## src/rtl/tetris_input_ctrl.sv

```systemverilog
`default_nettype none
// ============================================================================
// Module      : tetris_input_ctrl
// Description : Command front end for the tetris1 game core. Synchronises,
//               debounces and edge-detects the raw player buttons. Generates
//               auto-repeat for held Left/Right/Down and a score-dependent
//               gravity tick. Issues at most one movement command per cycle,
//               using priority Rotate > Left > Right > Down.
// Revision    : 1.0  initial release
// ----------------------------------------------------------------------------
// Ports
//   clk_i             in   1  system clock, rising edge
//   rst_i             in   1  asynchronous active-high reset
//   btn_*_i           in   1  raw asynchronous buttons, active-high
//   play_i            in   1  piece in play (enables movement and gravity)
//   score_i           in   8  current score
//   left_o/right_o/
//   down_o/rotate_o   out  1  registered single-cycle movement commands
//   start_o/
//   try_again_o       out  1  registered single-cycle control pulses
//   level_o           out  4  current gravity level
// ============================================================================
module tetris_input_ctrl #(
  parameter int DEBOUNCE_CYCLES = 4,
  parameter int REPEAT_DELAY    = 8,
  parameter int REPEAT_RATE     = 3,
  parameter int GRAVITY_BASE    = 32,
  parameter int GRAVITY_STEP    = 2,
  parameter int GRAVITY_MIN     = 4
) (
  input  logic       clk_i,
  input  logic       rst_i,
  input  logic       btn_left_i,
  input  logic       btn_right_i,
  input  logic       btn_down_i,
  input  logic       btn_rotate_i,
  input  logic       btn_start_i,
  input  logic       btn_try_again_i,
  input  logic       play_i,
  input  logic [7:0] score_i,
  output logic       left_o,
  output logic       right_o,
  output logic       down_o,
  output logic       rotate_o,
  output logic       start_o,
  output logic       try_again_o,
  output logic [3:0] level_o
);

  // Button indices; the three repeating buttons occupy the low indices so the
  // repeat generator can be selected with a single range test.
  localparam int c_BTN_LEFT   = 0;
  localparam int c_BTN_RIGHT  = 1;
  localparam int c_BTN_DOWN   = 2;
  localparam int c_BTN_ROTATE = 3;
  localparam int c_BTN_START  = 4;
  localparam int c_BTN_TRY    = 5;
  localparam int c_NBTN       = 6;
  localparam int c_NRPT       = 3;

  // Movement command indices for pending flags and grants.
  localparam int c_MV_LEFT  = 0;
  localparam int c_MV_RIGHT = 1;
  localparam int c_MV_DOWN  = 2;
  localparam int c_MV_ROT   = 3;

  localparam int c_DB_W      = $clog2(DEBOUNCE_CYCLES + 1);
  localparam int c_RPT_MAX   = (REPEAT_DELAY > REPEAT_RATE) ? REPEAT_DELAY : REPEAT_RATE;
  localparam int c_RPT_W     = $clog2(c_RPT_MAX + 1);
  localparam logic [11:0] c_DEC_LIMIT = 12'(GRAVITY_BASE - GRAVITY_MIN);

  logic [c_NBTN-1:0] w_btn_raw;
  logic [c_NBTN-1:0] w_press;
  logic [c_NRPT-1:0] w_fire;

  assign w_btn_raw = {btn_try_again_i, btn_start_i, btn_rotate_i,
                      btn_down_i, btn_right_i, btn_left_i};

  // --------------------------------------------------------------------------
  // Per-button synchroniser, debouncer, press detector and (for movement
  // buttons other than rotate) auto-repeat timer.
  // --------------------------------------------------------------------------
  genvar gi;
  generate
    for (gi = 0; gi < c_NBTN; gi++) begin : g_btn
      logic              sync1_q;
      logic              sync2_q;
      logic              deb_q;
      logic              deb_d;
      logic              press_q;
      logic [c_DB_W-1:0] cnt_q;
      logic [c_DB_W-1:0] cnt_d;

      // The counter only advances while the synchronised sample disagrees with
      // the accepted level; any agreeing sample restarts the qualification.
      always_comb begin
        cnt_d = '0;
        deb_d = deb_q;
        if (sync2_q != deb_q) begin
          if (cnt_q == c_DB_W'(DEBOUNCE_CYCLES - 1)) begin
            deb_d = sync2_q;
          end else begin
            cnt_d = cnt_q + 1'b1;
          end
        end
      end

      always_ff @(posedge clk_i or posedge rst_i) begin
        if (rst_i) begin
          sync1_q <= 1'b0;
          sync2_q <= 1'b0;
          cnt_q   <= '0;
          deb_q   <= 1'b0;
          press_q <= 1'b0;
        end else begin
          sync1_q <= w_btn_raw[gi];
          sync2_q <= sync1_q;
          cnt_q   <= cnt_d;
          deb_q   <= deb_d;
          press_q <= deb_d & ~deb_q;
        end
      end

      assign w_press[gi] = press_q;

      if (gi < c_NRPT) begin : g_rpt
        // rcnt_q holds the number of cycles elapsed since the press (first
        // interval) or since the previous repeat (later intervals).
        logic [c_RPT_W-1:0] rcnt_q;
        logic [c_RPT_W-1:0] rcnt_d;
        logic               first_q;
        logic               first_d;
        logic               fire;

        always_comb begin
          rcnt_d  = '0;
          first_d = 1'b0;
          fire    = 1'b0;
          if (press_q) begin
            rcnt_d  = c_RPT_W'(1);
            first_d = 1'b1;
          end else if (deb_q) begin
            first_d = first_q;
            if (( first_q && (rcnt_q == c_RPT_W'(REPEAT_DELAY))) ||
                (!first_q && (rcnt_q == c_RPT_W'(REPEAT_RATE)))) begin
              fire    = 1'b1;
              rcnt_d  = c_RPT_W'(1);
              first_d = 1'b0;
            end else begin
              rcnt_d = rcnt_q + 1'b1;
            end
          end
        end

        always_ff @(posedge clk_i or posedge rst_i) begin
          if (rst_i) begin
            rcnt_q  <= '0;
            first_q <= 1'b0;
          end else begin
            rcnt_q  <= rcnt_d;
            first_q <= first_d;
          end
        end

        assign w_fire[gi] = fire;
      end
    end
  endgenerate

  // --------------------------------------------------------------------------
  // Level and gravity period
  // --------------------------------------------------------------------------
  logic [3:0]  level_q;
  logic [3:0]  level_d;
  logic [7:0]  w_lvl_raw;
  logic [11:0] w_dec;
  logic [7:0]  w_period;

  assign w_lvl_raw = score_i >> 4;
  assign level_d   = (w_lvl_raw > 8'd15) ? 4'd15 : w_lvl_raw[3:0];

  // Clamp is decided on the reduction before subtracting, so the 8-bit
  // subtraction below can never wrap.
  assign w_dec = {8'd0, level_q} * 12'(GRAVITY_STEP);

  always_comb begin
    w_period = 8'(GRAVITY_MIN);
    if (w_dec < c_DEC_LIMIT) begin
      w_period = 8'(GRAVITY_BASE) - w_dec[7:0];
    end
  end

  // --------------------------------------------------------------------------
  // Gravity counter. Compare with >= so that a shortened period takes effect
  // on a counter that is already past the new terminal value.
  // --------------------------------------------------------------------------
  logic [7:0] grv_q;
  logic [7:0] grv_d;
  logic       w_grav_evt;
  logic [3:0] w_grant;

  assign w_grav_evt = play_i && (grv_q >= (w_period - 8'd1));

  always_comb begin
    grv_d = grv_q + 8'd1;
    if (!play_i || w_grav_evt || w_grant[c_MV_DOWN]) begin
      grv_d = '0;
    end
  end

  // --------------------------------------------------------------------------
  // Pending flags and fixed-priority arbitration. New events join the
  // candidate set in the same cycle so uncontended commands see no extra
  // latency; an event on an already-pending command simply ORs away.
  // --------------------------------------------------------------------------
  logic [3:0] pend_q;
  logic [3:0] pend_d;
  logic [3:0] w_mv_evt;
  logic [3:0] w_cand;

  assign w_mv_evt[c_MV_LEFT]  = w_press[c_BTN_LEFT]  | w_fire[c_BTN_LEFT];
  assign w_mv_evt[c_MV_RIGHT] = w_press[c_BTN_RIGHT] | w_fire[c_BTN_RIGHT];
  assign w_mv_evt[c_MV_DOWN]  = w_press[c_BTN_DOWN]  | w_fire[c_BTN_DOWN] | w_grav_evt;
  assign w_mv_evt[c_MV_ROT]   = w_press[c_BTN_ROTATE];

  always_comb begin
    w_cand  = '0;
    w_grant = '0;
    pend_d  = '0;
    if (play_i) begin
      w_cand = pend_q | w_mv_evt;
      if (w_cand[c_MV_ROT]) begin
        w_grant[c_MV_ROT] = 1'b1;
      end else if (w_cand[c_MV_LEFT]) begin
        w_grant[c_MV_LEFT] = 1'b1;
      end else if (w_cand[c_MV_RIGHT]) begin
        w_grant[c_MV_RIGHT] = 1'b1;
      end else if (w_cand[c_MV_DOWN]) begin
        w_grant[c_MV_DOWN] = 1'b1;
      end
      pend_d = w_cand & ~w_grant;
    end
  end

  // --------------------------------------------------------------------------
  // State and output registers
  // --------------------------------------------------------------------------
  logic left_q;
  logic right_q;
  logic down_q;
  logic rotate_q;
  logic start_q;
  logic try_again_q;

  always_ff @(posedge clk_i or posedge rst_i) begin
    if (rst_i) begin
      level_q     <= '0;
      grv_q       <= '0;
      pend_q      <= '0;
      left_q      <= 1'b0;
      right_q     <= 1'b0;
      down_q      <= 1'b0;
      rotate_q    <= 1'b0;
      start_q     <= 1'b0;
      try_again_q <= 1'b0;
    end else begin
      level_q     <= level_d;
      grv_q       <= grv_d;
      pend_q      <= pend_d;
      left_q      <= w_grant[c_MV_LEFT];
      right_q     <= w_grant[c_MV_RIGHT];
      down_q      <= w_grant[c_MV_DOWN];
      rotate_q    <= w_grant[c_MV_ROT];
      start_q     <= w_press[c_BTN_START];
      try_again_q <= w_press[c_BTN_TRY];
    end
  end

  assign left_o      = left_q;
  assign right_o     = right_q;
  assign down_o      = down_q;
  assign rotate_o    = rotate_q;
  assign start_o     = start_q;
  assign try_again_o = try_again_q;
  assign level_o     = level_q;

endmodule
`default_nettype wire

```

## config.mk

```make
export PLATFORM = sky130hd
export DESIGN_NAME = tetris_input_ctrl
export DESIGN_NICKNAME = d
export VERILOG_FILES = /design/src/rtl/tetris_input_ctrl.sv
export SDC_FILE = /design/constraint.sdc
export NUM_CORES = 1
export LEC_CHECK = 0
export CAP_MARGIN = 20
export CORE_ASPECT_RATIO = 0.6
export CORE_MARGIN = 4
export CORE_UTILIZATION = 45
export DETAILED_ROUTE_END_ITERATION = 12
export SETUP_SLACK_MARGIN = 0.3
export SKIP_CTS_REPAIR_TIMING = 1
export SYNTH_ARGS = -nofsm -noshare
export SYNTH_HDL_FRONTEND = slang
export SYNTH_SLANG_ARGS = --single-unit
```

## constraint.sdc

```tcl
create_clock -name clk_i -period 3.5 [get_ports clk_i]
set_input_delay 1.05 -clock clk_i [delete_from_list [all_inputs] [get_ports clk_i]]
set_output_delay 1.05 -clock clk_i [all_outputs]
set_load 0.05 [all_outputs]
```

== Yosys cells after proc, flatten, opt, wreduce, memory -nomap -nowiden ==
Cells that the tools add are included.
Cells by class
  shift-type cells: 0
  reduce and logical (&&, ||, !) cells: 16
  magnitude comparators: 3
  bitwise logic cells: 19
  add/subtract/negate cells: 12
  multiply operators: 0
  div/mod/pow operators: 0
  muxes and demuxes: 65
  equality and inequality tests: 21
Operator list (number)
  4-bit 2-to-1 mux: 12
  3-bit 2-to-1 mux: 14
  1-bit 2-to-1 mux: 36
  3-bit by 1-bit adder with 3-bit output, second input constant: 6
  3-bit by 2-bit == test with 1-bit output, second input constant: 6
  8-bit 2-to-1 mux: 2
  4-bit by 1-bit adder with 4-bit output, second input constant: 3
  4-bit by 2-bit == test with 1-bit output, second input constant: 3
  4-bit == test, second input constant: 3
  3-bit by 1-bit inequality test with 1-bit output, second input constant: 3
  8-bit by 1-bit adder with 8-bit output, second input constant: 1
  8-bit greater-or-equal comparator: 1
  8-bit by 1-bit subtractor with 8-bit output, second input constant: 1
  1-bit logical AND: 7
  6-bit by 5-bit subtractor with 7-bit output, first input constant: 1
  1-bit bitwise AND: 6
  1-bit inequality test: 6
  1-bit NOT: 6
  1-bit logical OR: 5
  5-bit less-than comparator, second input constant: 1
  4-bit bitwise AND: 1
  4-bit > comparator, second input constant: 1
  1-bit logical NOT: 4
  4-bit NOT: 1
  3 further kinds: 6
Word-level totals
  bits in read-only memories: 0
  logic and storage cells: 181
  bits in latches: 0
  RAM bits: 0
  memories kept: 0
  input port bits: 17
  register bits: 79

== Logic depth before layout (Yosys ltp) ==
  depth after elaboration: 17
  gate-level depth with buffers: 13

== Worst setup path before layout ==
OpenSTA, ideal clock, no wires.
  path type: register -> register
  from: reg level_q[1] (netlist: level_o[1])
  to: reg down_q (netlist: down_o)
  required time: 3433 ps
  setup slack: 573 ps
  cell stages (with the launch flop): 12
  arrival time: 2859 ps
  period minus slack after synthesis: 2927 ps
  library setup time: 67 ps
  path through: dfrtp_1 -> clkbuf_1 -> inv_1 -> ha_1 -> and3b_1 -> a21oi_1 -> o32ai_1 -> nor2_1 -> ha_1 -> nand4_1 -> o21ai_1 -> o2111a_1
On the way
  cells in the longest elaborated chain, start to end: 13
Ends and longest elaborated chain
  start: declaration: line 173  | logic [3:0] level_q;
  start signal: assignment: line 267  | level_q <= level_d;
  6-bit by 5-bit subtractor with 7-bit output or 5-bit less-than comparator (tied branches): line 189, 188
  8-bit 2-to-1 mux *: line 188  | if (w_dec < c_DEC_LIMIT) begin
  8-bit by 1-bit subtractor with 8-bit output *: line 202  | assign w_grav_evt = play_i && (grv_q >= (w_period - 8'd1));
  8-bit greater-or-equal comparator *: line 202
  1-bit logical AND *: line 202
  1-bit OR *: line 223  | assign w_mv_evt[c_MV_DOWN] = w_press[c_BTN_DOWN] | w_fire[c_BTN_DOWN] | w_grav_evt;
  4-bit OR *: line 231  | w_cand = pend_q | w_mv_evt;
  1-bit 2-to-1 mux *: line 238  | end else if (w_cand[c_MV_DOWN]) begin
  1-bit 2-to-1 mux *: line 236  | end else if (w_cand[c_MV_RIGHT]) begin
  2-bit 2-to-1 mux *: line 234  | end else if (w_cand[c_MV_LEFT]) begin
  3-bit 2-to-1 mux *: line 232  | if (w_cand[c_MV_ROT]) begin
  3-bit 2-to-1 mux *: line 230  | if (play_i) begin
  4-bit 2-to-1 mux *: line 230
  named net w_grant[2]: line 200  | logic [3:0] w_grant;
  end signal: assignment: line 272  | down_q <= w_grant[c_MV_DOWN];
  end: declaration: line 250  | logic down_q;
The timed path passes the listed nets; every way through them passes the cells marked *. The select of a mux whose other input is x is not followed.
A chain may end at the register's enable or synchronous reset.

== Final worst setup path ==
  from: reg level_q[2] (netlist: level_o[2])
  to: out level_o[2]
RTL lines
  end: declaration: line 47  | output logic [3:0] level_o
No word-level cell between the ends.

==> impl_metrics.env <==
export IMPL_min_path_cells=0
export IMPL_cp_start_kind="flop"
export IMPL_synth_warnings=0
export IMPL_wl_per_cell_um=13.5
export IMPL_slew_viol_final=0
export IMPL_synth_edf_count=0
export IMPL_fmax_mhz=354
export IMPL_maxCapViolations=0
export IMPL_die_w_um=121
export IMPL_post_dp_hpwl_mm=3.98
export IMPL_n_antenna_cell=0
export IMPL_max_vdd_ir_drop_mv=0.425
export IMPL_synth_area_per_cell_um2=11.9
export IMPL_layout_nets=357
export IMPL_cp_max_fo=15
export IMPL_r2r_end="down_o"
export IMPL_min_to="g_btn[1].sync2_q"
export IMPL_p_total_w=0.00261
export IMPL_first_global_vias=2090
export IMPL_die_y_um=75.6
export IMPL_synthFlopType="dfrtp_1"
export IMPL_critPathBufInv=1
export IMPL_gp_congestion=0.753
export IMPL_worstPathCellList="clkdlybuf4s50_1"
export IMPL_r2r_start="level_o[1]"
export IMPL_slowest_stage="clkdlybuf4s50_1"
export IMPL_cts_max_path_buffers=2
export IMPL_path_clk_slew_ps=60
export IMPL_rows=24
export IMPL_finalWorstSetupSlack_ps=675
export IMPL_cts_made_buffers=9
export IMPL_yosysTopAreaCellShare_pct=56.9
export IMPL_pre_cts_ws_ps=823
export IMPL_slew_headroom_pct=58.6
export IMPL_clock_sinks=78
export IMPL_port_buffers=22
export IMPL_vias=2153
export IMPL_min_period_over_period_pct=80.7
export IMPL_clock_root_buffer="clkbuf_16"
export IMPL_cp_required_ps=2450
export IMPL_rrSetupSlack_ps=830
export IMPL_grt_total_usage_pct=14.7
export IMPL_p_per_area_nw_per_um2=642
export IMPL_critical_path_top_delay_family="buffers and inverters"
export IMPL_netlist_area_um2=3430
export IMPL_finClkSkew_ps=6.57
export IMPL_filler_cell_count=632
export IMPL_finalSetupViolCount=0
export IMPL_synth_distinct_cells=42
export IMPL_async_reset_ff_share_pct=100
export IMPL_core_region_area_um2=7330
export IMPL_hold_start="g_btn[1].sync1_q"
export IMPL_yosysSeqAreaShare_pct=56.9
export IMPL_grt_setup_unrepaired="no"
export IMPL_synthToLayoutAreaGrowth_pct=18.8
export IMPL_netlist_top_cells_area="dfrtp_1 57%, ha_1 8.0%, nor3b_1 3.1%, xnor2_1 3.1%, a311oi_1 2.0%"
export IMPL_status="finished, final reports clean"
export IMPL_worstSetupPathType="reg2out"
export IMPL_grt_pass1_wl_mm=10.2
export IMPL_fin_tns_setup_ps=0
export IMPL_totalWireLength_mm=5.74
export IMPL_cts_tree="yes"
export IMPL_antenna_found_initial=0
export IMPL_drive_above_1_share_pct=9.91
export IMPL_worstMarginPinSlew_ps=620
export IMPL_viasPerCell=5.04
export IMPL_io_pins=27
export IMPL_drt_iter0_drc=149
export IMPL_yosys_area_top_type="dfrtp_1"
export IMPL_die_area_um2=9130
export IMPL_hold_violations=0
export IMPL_leakage_nw=1.83
export IMPL_ys_ff_latch=78
export IMPL_ant_nets=0
export IMPL_htree_levels=3
export IMPL_drc=0
export IMPL_grt_ovfl_total=0
export IMPL_start_util_pct=46.8
export IMPL_grt_max_degree=37
export IMPL_drt_pass1_iterations=4
export IMPL_critPathArrivalTime_ps=1770
export IMPL_clock_latency_ps=340
export IMPL_post_route_min_period_ps=2820
export IMPL_setup_worst_path_end_class="output pin"
export IMPL_reg2reg_depth=12
export IMPL_syn_inst=287
export IMPL_max_stage_delay_ps=880
export IMPL_hold_path_class="reg2reg"
export IMPL_syn_num_nets=326
-- metrics by stage --
stage          instances  hold slack [ps]  util (%)  cell area (µm²)
2_1_floorplan        287              331         -             3430
3_3_place_gp         411              331      51.6             3780
3_5_place_dp         411              336      51.6             3780
4_1_cts              427              348      55.6             4070
5_1_grt              427              358      55.6             4070
6_report             427              348      55.6             4070
-- worst max-delay path by stage --
stage | depth (start not counted) | startpoint | end
final | 1 | level_o[2] | level_o[2]
after global routing | 12 | level_o[1] | grv_q[7]
after global placement | 12 | level_o[1] | down_o
after detailed placement | 12 | level_o[1] | down_o
after floorplan | 1 | rst_i | down_o
after CTS | 1 | level_o[2] | level_o[2]
-- final cells by class --
class                      instances  area, µm²  share of cell area [%]
clock inverter                     6       61.3                    1.50
timing repair buffer              27        258                    6.33
sequential                        78       1950                    47.9
clock buffer                      10        229                    5.62
inverter                          14       53.8                    1.32
tap                              104        130                    3.19
multi-input combinational        188       1390                    34.1
-- sequential cells by signal (all words and copies together), names as in the netlist, 3 cells and up --
register,flops
level_o,4
g_btn.sync1_q,6
g_btn.sync2_q,6
g_btn.cnt_q,18
g_btn.deb_q,6
pend_q,3
g_btn.g_rpt.rcnt_q,12
g_btn.press_q,6
grv_q,8
g_btn.g_rpt.first_q,3
-- power breakdown --
| group | leakage, nW | total [W] | switching (W) | internal [W] |
|---|---|---|---|---|
| clock network | 0.143 | 0.000904 | 0.000353 | 0.000550 |
| registers | 1.02 | 0.00119 | 0.000132 | 0.00106 |
| logic | 0.666 | 0.000521 | 0.000269 | 0.000252 |
| total | 1.83 | 0.00261 | 0.000754 | 0.00186 |
-- Yosys cell counts (4+ instances only) --
cell       n
o21ai_0   12
xor2_1     4
a21oi_1    5
mux2_2     4
a311oi_1   8
nor2b_1   11
dfrtp_1   78
and3b_1    6
nor2_1    10
nand3b_1   4
nand2_1   14
nor3_1    11
a21o_1     4
clkbuf_1   5
inv_1     14
xnor2_1   12
ha_1      22
nand3_1   11
o21a_1     8
nor3b_1   14
-- cells in the final DEF (no fill, tap or decap), types with 5 or more instances in the layout --
cell type / n
nand2_1: 14
buf_4: 5
xnor2_1: 12
ha_1: 22
nand3_1: 11
clkbuf_16: 9
clkdlybuf4s50_1: 22
nor2_1: 10
a21oi_1: 5
dfrtp_1: 78
o21ai_0: 12
a311oi_1: 8
and3b_1: 6
nor2b_1: 11
nor3_1: 11
o21a_1: 8
nor3b_1: 14
inv_1: 13
-- per-layer routing --
layer / GRT usage [%] / vias to the layer above / wire, µm
li1: - / 1092 / -
met1: 21.1 / 1019 / 3130
met2: 19.7 / 34 / 2240
met3: 6.08 / 8 / 275
met4: 5.65 / 0 / 99
met5: 0 / - / 0
-- kinds of logic (layout without fill, tap and decap cells) --
group | Yosys count | count (layout) | synth area share (%)
AO/OA/AOI/OAI | 54 | 54 | 11.5
buffers and inverters | 21 | 57 | 2.55
XOR/XNOR | 16 | 16 | 4.09
adder cells (fa/ha/maj) | 22 | 22 | 8.03
AND/OR/NAND/NOR | 92 | 92 | 15.6
multiplexers | 4 | 4 | 1.31
flip-flops | 78 | 78 | 56.9
Power figures use the tool's default switching activity.
